[src/rtl/conv_pkg.sv]
// Shared constants for the 3x3 window generator and the convolution MAC.
// Slot indices give the position of each pixel inside the packed window.
package conv_pkg;

  localparam int WT_BITS  = 16;
  localparam int IMG_W    = 28;
  localparam int IMG_H    = 28;
  localparam int WIN_ROWS = 3;
  localparam int WIN_COLS = 3;
  localparam int N_SLOTS  = WIN_ROWS * WIN_COLS;
  localparam int WIN_BITS = N_SLOTS * WT_BITS;

  typedef logic [WT_BITS-1:0] pixel_t;

  // Slot 0 occupies the most significant bits of the window.
  localparam int SLOT_TL = 0;
  localparam int SLOT_TC = 1;
  localparam int SLOT_TR = 2;
  localparam int SLOT_ML = 3;
  localparam int SLOT_MC = 4;
  localparam int SLOT_MR = 5;
  localparam int SLOT_BL = 6;
  localparam int SLOT_BC = 7;
  localparam int SLOT_BR = 8;

  function automatic int slot_of(input int r, input int c);
    return r * WIN_COLS + c;
  endfunction

  function automatic int slot_lsb(input int slot, input int bits);
    return (N_SLOTS - 1 - slot) * bits;
  endfunction

endpackage

[src/rtl/line_buffer.sv]
// One image row of pixel storage: shared read/write address, and the read
// returns the previous contents when the same entry is written this cycle.
module line_buffer #(
  parameter int WIDTH = 16,
  parameter int DEPTH = 28
) (
  input  logic                     clk,
  input  logic                     we,
  input  logic [$clog2(DEPTH)-1:0] addr,
  input  logic [WIDTH-1:0]         wr_data,
  output logic [WIDTH-1:0]         rd_data
);

  logic [WIDTH-1:0] mem [DEPTH];

  always_ff @(posedge clk) begin
    if (we) begin
      mem[addr] <= wr_data;
    end
  end

  assign rd_data = mem[addr];

endmodule

[src/rtl/conv_window_gen.sv]
// Streaming 3x3 window generator: two line buffers plus a 3x3 shift array,
// emitting one registered packed window per valid (unpadded) position.
module conv_window_gen #(
  parameter int WT_BITS = conv_pkg::WT_BITS,
  parameter int IMG_W   = conv_pkg::IMG_W,
  parameter int IMG_H   = conv_pkg::IMG_H
) (
  input  logic                      clk,
  input  logic                      rst,
  input  logic                      clr,
  input  logic                      in_valid,
  output logic                      in_ready,
  input  logic [WT_BITS-1:0]        in_pixel,
  output logic                      win_valid,
  input  logic                      out_ready,
  output logic [9*WT_BITS-1:0]      win_data,
  output logic [$clog2(IMG_H)-1:0]  win_row,
  output logic [$clog2(IMG_W)-1:0]  win_col,
  output logic                      frame_done
);

  import conv_pkg::*;

  localparam int ROW_W = $clog2(IMG_H);
  localparam int COL_W = $clog2(IMG_W);

  logic [ROW_W-1:0] row_reg;
  logic [COL_W-1:0] col_reg;
  logic             win_valid_reg;
  logic             frame_done_reg;
  logic [ROW_W-1:0] win_row_reg;
  logic [COL_W-1:0] win_col_reg;
  logic [9*WT_BITS-1:0] win_data_reg;

  // Element 0 is the top-left slot, so the packed vector is already MSB-first.
  logic [0:N_SLOTS-1][WT_BITS-1:0] win_cur_reg;
  logic [0:N_SLOTS-1][WT_BITS-1:0] win_next;

  logic [WT_BITS-1:0] lb_rd [2];
  logic [WT_BITS-1:0] lb_wr [2];

  logic take;
  logic emit;
  logic col_last;
  logic row_last;

  assign in_ready = !win_valid_reg | out_ready;
  assign take     = in_valid & in_ready & !clr;
  assign col_last = (col_reg == COL_W'(IMG_W - 1));
  assign row_last = (row_reg == ROW_W'(IMG_H - 1));
  assign emit     = take && (row_reg >= ROW_W'(2)) && (col_reg >= COL_W'(2));

  // lb0 holds row r-1, lb1 holds row r-2; the displaced lb0 entry ages into lb1.
  assign lb_wr[0] = in_pixel;
  assign lb_wr[1] = lb_rd[0];

  genvar gi, gj;
  generate
    for (gi = 0; gi < 2; gi++) begin : g_lb
      line_buffer #(
        .WIDTH (WT_BITS),
        .DEPTH (IMG_W)
      ) u_lb (
        .clk     (clk),
        .we      (take),
        .addr    (col_reg),
        .wr_data (lb_wr[gi]),
        .rd_data (lb_rd[gi])
      );
    end

    for (gi = 0; gi < WIN_ROWS; gi++) begin : g_win_row
      for (gj = 0; gj < WIN_COLS; gj++) begin : g_win_col
        if (gj < WIN_COLS - 1) begin : g_shift
          assign win_next[slot_of(gi, gj)] = win_cur_reg[slot_of(gi, gj + 1)];
        end else if (gi == 0) begin : g_top
          assign win_next[slot_of(gi, gj)] = lb_rd[1];
        end else if (gi == 1) begin : g_mid
          assign win_next[slot_of(gi, gj)] = lb_rd[0];
        end else begin : g_bot
          assign win_next[slot_of(gi, gj)] = in_pixel;
        end
      end
    end
  endgenerate

  // Columns 0..1 of each row leave stale data in the array; they are never emitted.
  always_ff @(posedge clk or posedge rst) begin
    if (rst) begin
      win_cur_reg <= '0;
    end else if (take) begin
      win_cur_reg <= win_next;
    end
  end

  always_ff @(posedge clk or posedge rst) begin
    if (rst) begin
      row_reg        <= '0;
      col_reg        <= '0;
      win_valid_reg  <= 1'b0;
      frame_done_reg <= 1'b0;
      win_data_reg   <= '0;
      win_row_reg    <= '0;
      win_col_reg    <= '0;
    end else if (clr) begin
      row_reg        <= '0;
      col_reg        <= '0;
      win_valid_reg  <= 1'b0;
      frame_done_reg <= 1'b0;
    end else begin
      frame_done_reg <= take & col_last & row_last;
      if (take) begin
        if (col_last) begin
          col_reg <= '0;
          row_reg <= row_last ? '0 : row_reg + ROW_W'(1);
        end else begin
          col_reg <= col_reg + COL_W'(1);
        end
      end
      if (emit) begin
        win_valid_reg <= 1'b1;
        win_data_reg  <= win_next;
        win_row_reg   <= row_reg - ROW_W'(2);
        win_col_reg   <= col_reg - COL_W'(2);
      end else if (out_ready) begin
        win_valid_reg <= 1'b0;
      end
    end
  end

  assign win_valid  = win_valid_reg;
  assign win_data   = win_data_reg;
  assign win_row    = win_row_reg;
  assign win_col    = win_col_reg;
  assign frame_done = frame_done_reg;

endmodule

[config.mk]
export PLATFORM = sky130hd
export DESIGN_NAME = conv_window_gen
export DESIGN_NICKNAME = d
export VERILOG_FILES = /design/src/rtl/conv_pkg.sv /design/src/rtl/line_buffer.sv /design/src/rtl/conv_window_gen.sv
export SDC_FILE = /design/constraint.sdc
export NUM_CORES = 1
export LEC_CHECK = 0
export ABC_CLOCK_PERIOD_IN_PS = 13900
export CAP_MARGIN = 20
export CORE_UTILIZATION = 50
export CTS_CLUSTER_SIZE = 28
export DETAILED_ROUTE_END_ITERATION = 10
export PLACE_DENSITY = 0.68
export SYNTH_ARGS = -nofsm -noshare
export SYNTH_HDL_FRONTEND = slang
export SYNTH_SLANG_ARGS = --single-unit
[constraint.sdc]
create_clock -name clk -period 13.9 [get_ports clk]
set_clock_uncertainty 0.05 [all_clocks]
set_input_delay 2.78 -clock clk [delete_from_list [all_inputs] [get_ports clk]]
set_output_delay 2.78 -clock clk [all_outputs]
set_load 0.05 [all_outputs]
==> impl_metrics.json, run 1 <==
{
  "status": "complete, no violations",
  "yosysTopAreaCellShare": 0.6052,
  "placementRows": 108,
  "synth_nets": 2392,
  "layout-drive-gt1-share": 0.2267,
  "synth_top_flop_cell": "edfxtp_1",
  "wl_per_cell_um": 27.54,
  "ir_drop_v": 0.0001004,
  "setup-violations-final": 0,
  "period_share": 0.5187,
  "instances_no_fill": 3864,
  "drt_first_pass_iters": 6,
  "grt_pass1_wl_mm": 156.1,
  "io_buffer_count": 177,
  "finalHoldViolCount": 0,
  "antenna_found_initial": 5,
  "layout_commonest_cell": "edfxtp_1",
  "via_count": 22880,
  "maxCapViolCount": 0,
  "hold_slack_ps": 434.0,
  "p_leak_nw": 18.08,
  "yosys.area.top_type": "edfxtp_1",
  "synth_edf_count": 896,
  "dp.cells": 3643,
  "core_area_mm2": 0.08743,
  "synthCells": 2361,
  "dp_hpwl_mm": 61.19,
  "rrSetupSlack_ps": 9000,
  "largest_reg_flops": 896,
  "cts_resized": 0,
  "grt_start_max_net_pins": 157,
  "clock_sinks": 1158,
  "numCtsBuffers": 114,
  "synth_cell_type_count": 52,
  "postCtsSetupRepairBufs": 0,
  "worst_setup_path_end_kind": "output pin",
  "fin_tns_setup_ps": 0,
  "io_pins": 178,
  "clock_path_buffers": 3,
  "drt_iter0_drc": 2088,
  "fmax_mhz": 138.7,
  "grt_overflow_total": 0,
  "netlist_area_mm2": 0.04446,
  "cp_data_arrival_time_ps": 4380,
  "async_flop_share": 0.2263,
  "critPathLaunchType": "input pin",
  "diodes": 0,
  "grt_pass1_vias": 23510,
  "drcViolationCount": 0,
  "ant_nets": 0,
  "path_class": "input pin to output pin",
  "start_util": 0.5085,
  "clk_pin_slew_ps": 50,
  "slew_headroom": 0.2471,
  "rsz0062_at_grt": "false",
  "cts_root_buffer": "clkbuf_16",
  "fin_crit_ps": 7210,
  "crit_required_ps": 11070,
  "pre_cts_ws_ps": 6702,
  "die_x_um": 300.2,
  "worstMarginPinSlew_ps": 1129,
  "syn_avg_cell_area_um2": 18.83,
  "syn_to_final_growth_pct": 16.35,
  "setup_slack_ps": 6690,
  "yosysWarnings": 0,
  "via_per_inst": 5.920,
  "cts_tree": "yes",
  "htreeDepth": 3,
  "hp-class": "register to register",
  "synth_seq_area_share": 0.7527,
  "dieHeight_um": 300.2,
  "synth-seq-cells": 1158,
  "slew_viol_final": 0,
  "die-area_mm2": 0.09011,
  "clk_latency_ps": 680,
  "gp_congestion": 0.8068,
  "nNetsFinal": 2643,
  "final_cell_mix": "edfxtp_1, mux2i_1, dfrtp_1",
  "track_usage": 0.2378,
  "critPathMaxFanout": 4,
  "postCtsHoldBufs": 0,
  "wl_mm": 106.4,
  "yosys-top-cells-area": "edfxtp_1, dfrtp_1, mux2i_1",
  "p_per_area_mw_per_mm2": 142.2
}
[metrics by stage]
stage | util | power, W | cell area, um^2
2_1_floorplan | - | 0.004191 | 44460
3_3_place_gp | 0.5458 | 0.004314 | 47710
3_5_place_dp | 0.5464 | 0.004334 | 47770
4_1_cts | 0.5897 | 0.007398 | 51560
5_1_grt | 0.5916 | 0.007568 | 51720
6_report | 0.5916 | 0.007357 | 51720
[cells by family (layout without fill, tap and decap cells)]
group,after synthesis,after routing,share of synthesized area
multiplexers,607,607,0.1637
adder cells (fa/ha/maj),10,10,0.002814
AND/OR/NAND/NOR,226,226,0.02809
XOR/XNOR,3,3,0.0005911
AO/OA/AOI/OAI,220,220,0.03346
buffers and inverters,137,485,0.01866
flip-flops,1158,1158,0.7527
[worst paths after layout]
check                                       startpoint                           to  cells after the start
max in group asynchronous                          rst     win_data[18]$_DFFE_PP0P_                      3
worst min-delay path            win_col[3]$_DFFE_PP0P_       win_col[3]$_DFFE_PP0P_                      2
worst max-delay path                         out_ready                     in_ready                      4
worst max register to register  col_reg[0]$_DFFE_PP0P_  win_cur_reg[63]$_DFFE_PP0P_                      8
worst min register to register  win_col[3]$_DFFE_PP0P_       win_col[3]$_DFFE_PP0P_                      2
min in group asynchronous                          rst    win_data[141]$_DFFE_PP0P_                      2
[area by class of cell]
cell class                      instances  area (um^2)
Tap cell                             1155         1445
Clock buffer                          149         3065
Inverter                               10        45.04
Fill cell                            6298        35710
Multi-Input combinational cell       1066        10390
Sequential cell                      1158        33470
Timing Repair Buffer                  262         2586
Clock inverter                         64        721.9
[critical path, stage by stage]
cell and delay (ps):
clkdlybuf4s50_1 400, nor2b_1 310, inv_1 150, clkdlybuf4s50_1 730
[cells in the mapped netlist, types with 2 or more instances]
library cell	count
a211oi_1	17
a211oi_2	3
a21oi_1	11
a221oi_2	5
a22oi_1	37
a31oi_1	12
and2_1	3
and3_1	2
buf_2	62
buf_4	15
buf_6	21
buf_8	2
clkbuf_1	25
dfrtp_1	262
edfxtp_1	896
ha_1	10
inv_1	8
mux2_2	230
mux2i_1	304
mux4_2	73
nand2_1	48
nand2b_1	2
nand3_1	35
nand3b_1	3
nand4_1	8
nand4b_1	5
nand4bb_1	4
nor2_1	57
nor2b_1	11
nor3_1	17
nor4_1	7
nor4_2	10
o21ai_0	12
o22ai_1	119
or4b_1	6
xnor2_1	3
[report_power, final]
part	switching [W]	internal [W]	leakage, nW
sequential	0.0000477	0.00384	11.5
clock	0.00129	0.00180	1.83
combinational	0.000229	0.000150	4.75
[per-layer routing]
metal | vias up | part of all wire | global-route usage
met3 | 189 | 0.073 | 0.04075
met4 | 0 | 0.034 | 0.08503
met1 | 11880 | 0.40 | 0.3198
li1 | 9901 | - | -
met5 | - | 0 | 0
met2 | 902 | 0.49 | 0.3924
Note: power is estimated with default switching activity, not from simulation.
==> inputs of run 2 (changes only) <==
Settings changed: ABC_CLOCK_PERIOD_IN_PS 13900 to 5950, PLACE_DENSITY 0.68 to 0.7.
Clock period 13.9 ns to 5.95 ns, I/O delays scaled along.
==> impl_metrics.json, run 2 (synthesized netlist as in run 1, its figures left out) <==
{
  "dp_hpwl_mm": 67.47,
  "diodes": 0,
  "postCtsHoldBufs": 0,
  "setup_slack_ps": 1772,
  "critPathLaunchType": "register",
  "io_buffer_count": 177,
  "start_util": 0.5085,
  "hold-path-endpoint": "win_data[47]$_DFFE_PP0P_",
  "io_pins": 178,
  "largest_reg_flops": 896,
  "syn_to_final_growth_pct": 16.84,
  "grt_start_max_net_pins": 160,
  "combPwrFrac": 0.054,
  "worstMarginPinSlew_ps": 1107,
  "fin_tns_setup_ps": 0,
  "reg2reg_from": "col_reg[1]$_DFFE_PP0P_",
  "finalHoldViolCount": 0,
  "p_int_w": 0.01350,
  "crit_required_ps": 6450,
  "nNetsFinal": 2654,
  "p_leak_nw": 18.20,
  "pwr-share-clk": 0.418,
  "layout-drive-gt1-share": 0.2316,
  "rr_endpoint": "win_cur_reg[53]$_DFFE_PP0P_",
  "grt_pass1_wl_mm": 159.5,
  "dieHeight_um": 300.2,
  "fin_crit_ps": 4178,
  "layout_commonest_cell": "edfxtp_1",
  "clk_latency_ps": 690,
  "via_per_inst": 6.038,
  "power_switching_w": 0.003701,
  "power.share.sequential": 0.528,
  "cts_root_buffer": "clkbuf_16",
  "grt_pass1_vias": 23700,
  "fmax_mhz": 239.3,
  "core_area_mm2": 0.08743,
  "die_x_um": 300.2,
  "n_fill_cell": 6206,
  "instances_no_fill": 3875,
  "antenna_found_initial": 3,
  "clk_pin_slew_ps": 60,
  "cts_resized": 0,
  "r2r_cells": 5,
  "hold_depth": 1,
  "clock_sinks": 1158,
  "gp_congestion": 0.8793,
  "hp-class": "register to register",
  "slew_viol_final": 0,
  "wl_per_cell_um": 28.25,
  "rrSetupSlack_ps": 1770,
  "grt_overflow_total": 0,
  "wl_mm": 109.5,
  "setup-violations-final": 0,
  "cts_tree": "yes",
  "postCtsSetupRepairBufs": 0,
  "maxCapViolCount": 0,
  "numCtsBuffers": 110,
  "period_share": 0.7022,
  "track_usage": 0.2433,
  "ant_nets": 0,
  "cp_data_arrival_time_ps": 4680,
  "slew_headroom": 0.2594,
  "p_per_area_mw_per_mm2": 331.1,
  "dp.cells": 3655,
  "via_count": 23400,
  "rsz0062_at_grt": "false",
  "path_class": "register to register",
  "clock_path_buffers": 3,
  "die-area_mm2": 0.09011,
  "power_switching_share": 0.2152,
  "final_cell_mix": "edfxtp_1, mux2i_1, dfrtp_1",
  "critPathMaxFanout": 48,
  "ir_drop_v": 0.0002438,
  "placementRows": 108,
  "drt_iter0_drc": 2486,
  "hp-start": "win_cur_reg[31]$_DFFE_PP0P_",
  "pre_cts_ws_ps": 1385,
  "htreeDepth": 3,
  "finalPower_w": 0.01720,
  "drt_first_pass_iters": 5,
  "worst_setup_path_end_kind": "register",
  "status": "complete, no violations",
  "drcViolationCount": 0
}
run 2: changes by cell type in the layout (fill, tap and decap cells not counted), sizes merged:
cell      change
buf          +16
inv           -2
clkinvlp      -5
clkbuf        -3
clkinv        +5
run 2: cell type report:
cell class                      instances  area, um^2  area share
Timing Repair Buffer                  277        2815     0.05420
Tap cell                             1155        1445     0.02782
Clock inverter                         62       729.5     0.01404
Clock buffer                          147        3044     0.05861
Sequential cell                      1158       33470      0.6444
Multi-Input combinational cell       1066       10400      0.2002
Inverter                               10       41.29   0.0007949
run 2: how the worst max path moves through the flow:
stage | cells past startpoint | from | endpoint | slack, ps
floorplan | 6 | in_valid | g_lb[0].u_lb.mem[10][0]$_DFFE_PP_ | 1070
global placement | 5 | clr | g_lb[1].u_lb.mem[18][2]$_DFFE_PP_ | 1470
detailed placement | 5 | clr | g_lb[1].u_lb.mem[18][3]$_DFFE_PP_ | 1390
CTS | 6 | col_reg[1]$_DFFE_PP0P_ | win_cur_reg[52]$_DFFE_PP0P_ | 1710
global route | 6 | col_reg[1]$_DFFE_PP0P_ | win_cur_reg[52]$_DFFE_PP0P_ | 1650
finish | 5 | col_reg[1]$_DFFE_PP0P_ | win_cur_reg[53]$_DFFE_PP0P_ | 1770
run 2: stage by stage:
step | hold WS (ps) | utilization | cell area, um^2
after global placement | 427.9 | 0.5478 | 47890
after CTS | 443.5 | 0.5913 | 51700
after detailed placement | 435.3 | 0.5482 | 47930
after global routing | 459.9 | 0.5941 | 51940
after floorplan | 426.6 | - | 44460
final | 440.2 | 0.5941 | 51940
run 2: power groups by stage:
| stage | clock (W) | sequential [W] | combinational [W] |
|---|---|---|---|
| after floorplan | 0 | 0.00920 | 0.000591 |
| after global placement | 0 | 0.00924 | 0.000889 |
| after detailed placement | 0 | 0.00926 | 0.000919 |
| after CTS | 0.00729 | 0.00909 | 0.000923 |
| after global routing | 0.00760 | 0.00911 | 0.000976 |
| final | 0.00719 | 0.00909 | 0.000923 |
run 2: worst max-delay path: stages (launching register included):
cell and delay, ps:
dfrtp_4 920, or4_1 950, o22ai_1 210, a211oi_1 430
nand3_2 830, mux2_2 610
run 2: metal layers:
layer,vias to the layer above,wire length [um],GRT usage
li1,9910,-,-
met1,12190,41610,0.3150
met2,1103,54840,0.4101
met3,193,8488,0.03830
met4,2,4500,0.1033
met5,-,13,0
